**config.mk**
```make
export PLATFORM = sky130hd
export DESIGN_NAME = peripheral_dma
export DESIGN_NICKNAME = d
export VERILOG_FILES = /design/src/rtl/peripheral_dma.sv
export SDC_FILE = /design/constraint.sdc
export NUM_CORES = 1
export LEC_CHECK = 0
export CAP_MARGIN = 0
export CELL_PAD_IN_SITES_DETAIL_PLACEMENT = 1
export CELL_PAD_IN_SITES_GLOBAL_PLACEMENT = 2
export CORE_MARGIN = 10
export CORE_UTILIZATION = 37
export DETAILED_ROUTE_END_ITERATION = 10
export PLACE_DENSITY_LB_ADDON = 0.1
export SLEW_MARGIN = 20
export SYNTH_ARGS = -nofsm -noshare
export SYNTH_HDL_FRONTEND = slang
export SYNTH_SLANG_ARGS = --single-unit
```
**constraint.sdc**
```tcl
create_clock -name clk -period 22.4 [get_ports clk]
set_clock_uncertainty 0.1 [all_clocks]
set_input_delay 6.72 -clock clk [delete_from_list [all_inputs] [get_ports clk]]
set_output_delay 6.72 -clock clk [all_outputs]
set_load 0.02 [all_outputs]
```
**src/rtl/peripheral_dma.sv**
```systemverilog
// Single-channel memory-to-memory DMA with a CPU register port and a simple
// strobe/busy bus-master port; copies LEN words from SRC to DST one word at a time.
module peripheral_dma (
    input  logic        clk,
    input  logic        reset,
    input  logic [31:0] d_in,
    input  logic        cs,
    input  logic [4:0]  addr,
    input  logic        rd,
    input  logic        wr,
    output logic [31:0] d_out,
    output logic [31:0] m_addr,
    output logic        m_rstrb,
    input  logic [31:0] m_rdata,
    input  logic        m_rbusy,
    output logic [31:0] m_wdata,
    output logic [3:0]  m_wmask,
    input  logic        m_wbusy,
    output logic        irq
);

    localparam logic [4:0] A_SRC    = 5'h00;
    localparam logic [4:0] A_DST    = 5'h04;
    localparam logic [4:0] A_LEN    = 5'h08;
    localparam logic [4:0] A_CTRL   = 5'h0C;
    localparam logic [4:0] A_STATUS = 5'h10;
    localparam logic [4:0] A_REMAIN = 5'h14;

    typedef enum logic [2:0] {IDLE, RD_REQ, RD_WAIT, WR_REQ, WR_WAIT} state_t;

    state_t      state_q, state_d;
    logic [31:0] src_q, dst_q, wsrc_q, wdst_q, data_q, dout_q;
    logic [15:0] len_q, remain_q;
    logic        done_q, aborted_q, abort_q;

    logic        wr_en, rd_en, busy, start_wr, abort_wr;
    logic        start_go, start_zero, rd_done, wr_done, finish;
    logic [15:0] remain_dec;
    logic [31:0] rd_mux;

    assign wr_en      = cs & wr;
    assign rd_en      = cs & rd;
    assign busy       = (state_q != IDLE);
    assign start_wr   = wr_en && (addr == A_CTRL) && d_in[0];
    assign abort_wr   = wr_en && (addr == A_CTRL) && d_in[1];
    assign start_go   = start_wr && !busy && (len_q != 16'd0);
    assign start_zero = start_wr && !busy && (len_q == 16'd0);
    assign rd_done    = (state_q == RD_WAIT) && !m_rbusy;
    assign wr_done    = (state_q == WR_WAIT) && !m_wbusy;
    assign remain_dec = remain_q - 16'd1;
    // A pending abort is honoured only once the current word's write has landed.
    assign finish     = wr_done && ((remain_dec == 16'd0) || abort_q || abort_wr);

    always_ff @(posedge clk or posedge reset) begin
        if (reset) state_q <= IDLE;
        else       state_q <= state_d;
    end

    always_comb begin
        state_d = state_q;
        case (state_q)
            IDLE:    if (start_go) state_d = RD_REQ;
            RD_REQ:  state_d = RD_WAIT;
            RD_WAIT: if (!m_rbusy) state_d = WR_REQ;
            WR_REQ:  state_d = WR_WAIT;
            WR_WAIT: if (!m_wbusy) state_d = finish ? IDLE : RD_REQ;
            default: state_d = IDLE;
        endcase
    end

    always_comb begin
        m_addr  = '0;
        m_rstrb = 1'b0;
        m_wdata = '0;
        m_wmask = 4'b0000;
        case (state_q)
            RD_REQ: begin
                m_addr  = wsrc_q;
                m_rstrb = 1'b1;
            end
            WR_REQ: begin
                m_addr  = wdst_q;
                m_wdata = data_q;
                m_wmask = 4'b1111;
            end
            default: ;
        endcase
    end

    always_comb begin
        case (addr)
            A_SRC:    rd_mux = src_q;
            A_DST:    rd_mux = dst_q;
            A_LEN:    rd_mux = {16'h0000, len_q};
            A_STATUS: rd_mux = {29'h0, aborted_q, done_q, busy};
            A_REMAIN: rd_mux = {16'h0000, remain_q};
            default:  rd_mux = '0;
        endcase
    end

    always_ff @(posedge clk or posedge reset) begin
        if (reset) begin
            src_q     <= '0;
            dst_q     <= '0;
            len_q     <= '0;
            wsrc_q    <= '0;
            wdst_q    <= '0;
            remain_q  <= '0;
            data_q    <= '0;
            dout_q    <= '0;
            done_q    <= 1'b0;
            aborted_q <= 1'b0;
            abort_q   <= 1'b0;
        end else begin
            if (wr_en && !busy) begin
                case (addr)
                    A_SRC:   src_q <= {d_in[31:2], 2'b00};
                    A_DST:   dst_q <= {d_in[31:2], 2'b00};
                    A_LEN:   len_q <= d_in[15:0];
                    default: ;
                endcase
            end
            if (start_go) begin
                wsrc_q    <= src_q;
                wdst_q    <= dst_q;
                remain_q  <= len_q;
                done_q    <= 1'b0;
                aborted_q <= 1'b0;
                abort_q   <= 1'b0;
            end
            if (start_zero) begin
                done_q    <= 1'b1;
                aborted_q <= 1'b0;
            end
            if (busy && abort_wr) abort_q <= 1'b1;
            if (rd_done) data_q <= m_rdata;
            if (wr_done) begin
                wsrc_q   <= wsrc_q + 32'd4;
                wdst_q   <= wdst_q + 32'd4;
                remain_q <= remain_dec;
            end
            if (finish) begin
                done_q    <= 1'b1;
                aborted_q <= abort_q | abort_wr;
                abort_q   <= 1'b0;
            end
            if (rd_en) dout_q <= rd_mux;
        end
    end

    assign d_out = dout_q;
    assign irq   = done_q;

endmodule
```
After elaboration in Yosys (flattened, before gate mapping)
Cells that the tools add are included.

Add/subtract/negate cells: 3. Eq/ne operators: 12. Muxes and demuxes: 23. Bitwise logic cells: 3. Reductions and logical operators: 29.

Operators with widths (number): two-way mux 32 bit (5); one-hot mux 32 bit (5 select lines) (1); adder 32 x 3 -> 32 bit (second input constant) (2); one-hot mux 32 bit (2 select lines) (1); zero test 16 bit (2); two-way mux 16 bit (2); nonzero test 16 bit (1); subtractor 16 x 1 -> 16 bit (second input constant) (1); one-hot mux 3 bit (5 select lines) (1); logical AND 1 bit (11); == test 5 x 4 -> 1 bit (second input constant) (2); == test 5 bit (second input constant) (2); two-way mux 1 bit (9); two-way mux 3 bit (3); nonzero test 3 bit (3); == test 3 x 2 -> 1 bit (second input constant) (2); inequality test 2 bit (second input constant) (3); AND reduction 2 bit (3); == test 5 x 3 -> 1 bit (second input constant) (1); zero test 5 bit (1); two-way mux 4 bit (1); == test 3 x 1 -> 1 bit (second input constant) (1); == test 3 bit (second input constant) (1); zero test 1 bit (3); 6 further kinds (8).

Register bits after elaboration: 226. Bits of input ports: 76. Output and inout port bits: 102. Logic and storage cells: 82.

Logic depth before layout (Yosys ltp)
Depth after elaboration: 8. Depth in mapped cells: 9. Depth with buffers taken out: 8.

Worst setup path after synthesis
OpenSTA, ideal clock, no wires.

Path type: input to register. Start: input m_wbusy. End: register wdst_q[24]. Setup time: 0.099 ns. Data arrival time: 8.611 ns. Data required time: 22.201 ns. Path slack: 13.590 ns. Stages on the path: 7. Path buffers: 2. Cell sequence: or4b_1 -> buf_2 -> or3_4 -> buf_6 -> nor4_4 -> a211oi_1 -> a311oi_1.

Word-level cells in the longest chain between the ends: 3. Elaborated cells on any way between the ends: 4. Those cells by class: mux: 1; reduce/logical: 3.

Ends and longest elaborated chain: from (decl) (line 18) `input logic m_wbusy,`; zero test 1 bit (*); logical AND 1 bit (*) (line 49) `assign wr_done = (state_q == WR_WAIT) && !m_wbusy;`; two-way mux 32 bit / nonzero test 2 bit (equally long branches); to (signal assigned) (line 125) `wdst_q <= dst_q;`; to (signal assigned) (line 139) `wdst_q <= wdst_q + 32'd4;`; to (decl) (line 32) `logic [31:0] src_q, dst_q, wsrc_q, wdst_q, data_q, dout_q;`.

Mark *: on every way between the ends. The rest lies on a longest branch, timed or not. A chain may end at the register's enable or synchronous reset.

Worst setup path after layout
Start: register state_q[0]. End: output m_addr[12].

Word-level cells in the longest chain between the ends: 2. Elaborated cells on any way between the ends: 3. Those cells by class: eq/ne: 2; mux: 1.

Ends and longest elaborated chain: from (decl) (line 31) `state_t state_q, state_d;`; from (signal assigned) (line 56) `else state_q <= state_d;`; == test 3 x 2 -> 1 bit / == test 3 x 1 -> 1 bit (equally long branches) (line 76) `case (state_q)`; one-hot mux 32 bit (2 select lines) (*) (line 76); to (decl) (line 12) `output logic [31:0] m_addr,`.

Marked as above.

==> flow_results.xml <==
<?xml version="1.0" encoding="UTF-8"?>
<metrics>
  <group name="detailed_routing">
    <metric name="post_drt_wl_per_cell" unit="µm">23.8</metric>
    <metric name="num_vias" unit="">9332</metric>
    <metric name="route.antenna.remaining_nets" unit="">0</metric>
    <metric name="drt_iter0_markers" unit="">633</metric>
    <metric name="drc_violation_count_after_routing" unit="">0</metric>
    <metric name="vias_per_cell" unit="">5.79</metric>
    <metric name="wl" unit="mm">38.4</metric>
    <metric name="drt_first_pass_iters" unit="">5</metric>
  </group>
  <group name="critical_path">
    <metric name="crit_path_start_kind" unit="">register</metric>
    <metric name="worstPathMaxFanout" unit="">67</metric>
    <metric name="timing_worst_setup_path_type" unit="">reg -&gt; out</metric>
    <metric name="critPathArrivalTime" unit="ns">2.78</metric>
    <metric name="worst_r2r_startpoint" unit="">state_q[1]</metric>
    <metric name="timing.critical_path.from" unit="">state_q[0]</metric>
    <metric name="worst-endpoint-required" unit="ns">15.58</metric>
    <metric name="worst_setup_path_end_kind" unit="">output pin</metric>
  </group>
  <group name="synth">
    <metric name="synth_largest_area_cell" unit="">sky130_fd_sc_hd__dfrtp_1</metric>
    <metric name="ys_ff_latch" unit="">222</metric>
    <metric name="async_flop_share" unit="%">100</metric>
    <metric name="synth_area_per_cell" unit="µm²">10.3</metric>
    <metric name="yosys_most_used_dff" unit="">sky130_fd_sc_hd__dfrtp_1</metric>
    <metric name="top_post_synthesis_cells_by_count" unit="">222 x sky130_fd_sc_hd__dfrtp_1, 109 x sky130_fd_sc_hd__mux2_2, 91 x sky130_fd_sc_hd__nand2_1, 82 x sky130_fd_sc_hd__nor2_1, 67 x sky130_fd_sc_hd__clkbuf_1</metric>
    <metric name="number_of_warnings_reported_in_the_yosys_synthesis_log" unit="">0</metric>
    <metric name="synth.cell_area" unit="mm²">0.0110</metric>
    <metric name="synth_edf_count" unit="">0</metric>
    <metric name="synth_sequential_area_ratio" unit="%">50.4</metric>
    <metric name="ys_top_cells_by_area" unit="">sky130_fd_sc_hd__dfrtp_1 50%, sky130_fd_sc_hd__mux2_2 11%, sky130_fd_sc_hd__nand2_1 3.1%, sky130_fd_sc_hd__nor2_1 2.8%, sky130_fd_sc_hd__a22o_1 2.5%</metric>
    <metric name="synth.distinct_cells" unit="">62</metric>
    <metric name="yosys.area.top_type_share" unit="%">50.4</metric>
    <metric name="synthMostInstantiatedCell" unit="">sky130_fd_sc_hd__dfrtp_1</metric>
    <metric name="synthCells" unit="">1068</metric>
  </group>
  <group name="hold_path">
    <metric name="worst_hold_path_type" unit="">reg -&gt; reg</metric>
    <metric name="hold_wc_startpoint" unit="">d_out[27]</metric>
  </group>
  <group name="global_routing">
    <metric name="antenna_found_initial" unit="">3</metric>
    <metric name="grt_start_max_net_pins" unit="">91</metric>
    <metric name="groute.layer.met1.usage" unit="%">27.8</metric>
    <metric name="grt_util_met3" unit="%">5.01</metric>
    <metric name="use_met2" unit="%">32.3</metric>
    <metric name="first_global_vias" unit="">9927</metric>
    <metric name="wire_length_of_the_first_global_routing_pass" unit="mm">59.8</metric>
    <metric name="grt.overflow.total" unit="">0</metric>
    <metric name="grt_usage" unit="%">20.3</metric>
    <metric name="grt.busiest_layer" unit="">met2</metric>
  </group>
  <group name="clock_network">
    <metric name="clock_sink_count" unit="">222</metric>
    <metric name="total_of_cells_resized_after_clock_tree_synthesis" unit="">0</metric>
    <metric name="tritoncts_clock_tree" unit="">yes</metric>
    <metric name="numCtsBuffers" unit="">27</metric>
    <metric name="hold_buffers" unit="">0</metric>
    <metric name="cts.repair_timing.setup_buffer_count" unit="">0</metric>
    <metric name="cts_root_buf" unit="">sky130_fd_sc_hd__clkbuf_16</metric>
    <metric name="cts.path.max_buffers" unit="">3</metric>
    <metric name="clk_transition_reported_paths" unit="ns">0.06</metric>
    <metric name="depth_of_the_cts_h_tree" unit="">1</metric>
    <metric name="worst_skew_pair.late_latency" unit="ns">0.53</metric>
  </group>
  <group name="floorplan">
    <metric name="std_cell_rows" unit="">63</metric>
    <metric name="core-area" unit="mm²">0.0295</metric>
    <metric name="die_area" unit="mm²">0.0371</metric>
    <metric name="die_h" unit="µm">193</metric>
    <metric name="pin_count" unit="">178</metric>
    <metric name="die_width" unit="µm">193</metric>
    <metric name="floorplan.initialDensity" unit="%">37.4</metric>
  </group>
  <group name="sta">
    <metric name="finalHoldViolCount" unit="">0</metric>
    <metric name="timing.setup.tns" unit="ns">0</metric>
    <metric name="grt_setup_unrepaired" unit="">no</metric>
    <metric name="period_utilization" unit="%">42.8</metric>
    <metric name="finalHoldWorstSlack" unit="ns">0.378</metric>
    <metric name="slew_headroom" unit="%">31.4</metric>
    <metric name="report.final.slew_viol_count" unit="">0</metric>
    <metric name="timing.final.crit_period" unit="ns">9.60</metric>
    <metric name="max_freq" unit="MHz">104</metric>
    <metric name="tightestPinTransition" unit="ns">1.03</metric>
    <metric name="timing.final.setup_violations" unit="">0</metric>
  </group>
  <group name="power_and_ir_drop">
    <metric name="worst_ir_drop_vdd" unit="mV">0.0709</metric>
    <metric name="total_leakage_power" unit="nW">5.86</metric>
    <metric name="power" unit="mW">1.34</metric>
    <metric name="power_density" unit="mW/mm²">96.2</metric>
  </group>
  <group name="layout">
    <metric name="finish.net_count" unit="">1284</metric>
    <metric name="layout-area-overhead-vs-synth" unit="%">26.4</metric>
    <metric name="final_layout_size_suffix_gt1_share" unit="%">15.2</metric>
  </group>
  <group name="flow_run">
    <metric name="timing.max_cap.violations" unit="">0</metric>
  </group>
  <group name="placed_design">
    <metric name="gp_congestion" unit="">0.830</metric>
    <metric name="hpwlAfterDp" unit="mm">26.5</metric>
    <metric name="placement.io_buffers" unit="">175</metric>
  </group>
  <group name="status">
    <metric name="status" unit="">finished, final reports clean</metric>
  </group>
</metrics>
-- area by class of cell --
class                      instances  area [µm²]
antenna                            1        2.50
timing repair buffer             192        1880
clock inverter                     6        58.8
sequential                       222        5560
multi-input combinational        747        5110
clock buffer                      40         774
inverter                          14        60.1
fill                            3227       15600
tap                              390         488
-- layer usage --
layer  routed length, µm  part of all wire [%]
met5                  13                 0.034
met4                 596                   1.6
met2               17600                    46
met1               17400                    45
met3                2690                   7.0
-- layout by cell type, fill, tap and decap left out, types with 4 or more instances in the layout --
| cell type | count |
|---|---|
| sky130_fd_sc_hd__nor3_1 | 35 |
| sky130_fd_sc_hd__and3_1 | 12 |
| sky130_fd_sc_hd__a22oi_1 | 22 |
| sky130_fd_sc_hd__clkbuf_16 | 27 |
| sky130_fd_sc_hd__dfrtp_1 | 222 |
| sky130_fd_sc_hd__nor4_1 | 9 |
| sky130_fd_sc_hd__clkbuf_1 | 8 |
| sky130_fd_sc_hd__o211ai_1 | 7 |
| sky130_fd_sc_hd__and4_1 | 6 |
| sky130_fd_sc_hd__a22o_1 | 31 |
| sky130_fd_sc_hd__or3_1 | 7 |
| sky130_fd_sc_hd__clkinv_2 | 4 |
| sky130_fd_sc_hd__clkbuf_8 | 5 |
| sky130_fd_sc_hd__a21oi_1 | 42 |
| sky130_fd_sc_hd__a311oi_1 | 14 |
| sky130_fd_sc_hd__a211oi_1 | 34 |
| sky130_fd_sc_hd__a21o_1 | 15 |
| sky130_fd_sc_hd__nand2_1 | 91 |
| sky130_fd_sc_hd__inv_1 | 13 |
| sky130_fd_sc_hd__o21ai_0 | 53 |
| sky130_fd_sc_hd__a221o_1 | 14 |
| sky130_fd_sc_hd__a222oi_1 | 13 |
| sky130_fd_sc_hd__clkdlybuf4s50_1 | 175 |
| sky130_fd_sc_hd__mux2_2 | 109 |
| sky130_fd_sc_hd__nand3_1 | 29 |
| sky130_fd_sc_hd__o22ai_1 | 8 |
| sky130_fd_sc_hd__nor2_1 | 81 |
| sky130_fd_sc_hd__and2_1 | 40 |
| sky130_fd_sc_hd__a32oi_1 | 4 |
| sky130_fd_sc_hd__buf_4 | 17 |
| sky130_fd_sc_hd__nand4_1 | 12 |
| sky130_fd_sc_hd__ha_1 | 4 |
-- sequential cells by signal, summed over array words and instances (netlist names) --
signal     flops
abort_q        1
aborted_q      1
d_out         32
data_q        32
dst_q         30
irq            1
len_q         16
remain_q      16
src_q         30
state_q        3
wdst_q        30
wsrc_q        30
-- path summary, 6_finish.rpt --
path	slack (ns)	end	cells past startpoint
min in group asynchronous	6.61	d_out[6]	2
max	12.80	m_addr[12]	4
max in group asynchronous	14.17	len_q[12]	3
max reg2reg	18.95	remain_q[8]	7
min	0.38	d_out[27]	2
min reg2reg	0.38	d_out[27]	2
-- metrics by stage --
| step | cell area [µm²] | util, % | instances | worst slack, ns |
|---|---|---|---|---|
| global route | 13900 | 47.2 | 1611 | 12.63 |
| CTS | 13900 | 47.2 | 1611 | 12.74 |
| floorplan | 11000 | - | 1069 | 9.50 |
| detailed placement | 13100 | 44.4 | 1565 | 12.37 |
| finish | 13900 | 47.2 | 1612 | 12.80 |
| global placement | 13100 | 44.4 | 1565 | 12.42 |
-- cell families after synthesis --
kind of cell / count (synthesis) / share of synthesized area, %
buffers and inverters: 100 / 3.78
AOI/OAI and AO/OA: 275 / 17.8
adders and majority gates: 4 / 0.454
muxes: 111 / 11.3
DFF: 222 / 50.4
and+or+nand+nor: 353 / 16.1
xor gates and xnor gates: 2 / 0.159
other: 1 / 0.0340
-- critical path, cell delays in order (launching register included) --
cell and delay [ns]:
sky130_fd_sc_hd__dfrtp_1 0.53, sky130_fd_sc_hd__and3_2 0.23, sky130_fd_sc_hd__buf_4 0.55, sky130_fd_sc_hd__a22o_1 0.29, sky130_fd_sc_hd__clkdlybuf4s50_1 0.62
-- power breakdown --
group / internal (mW) / switching, mW / leakage (nW)
Clock: 0.248 / 0.172 / 0.412
Sequential: 0.496 / 0.104 / 2.92
Combinational: 0.160 / 0.160 / 2.52
Note: power is estimated with default switching activity, not from simulation.
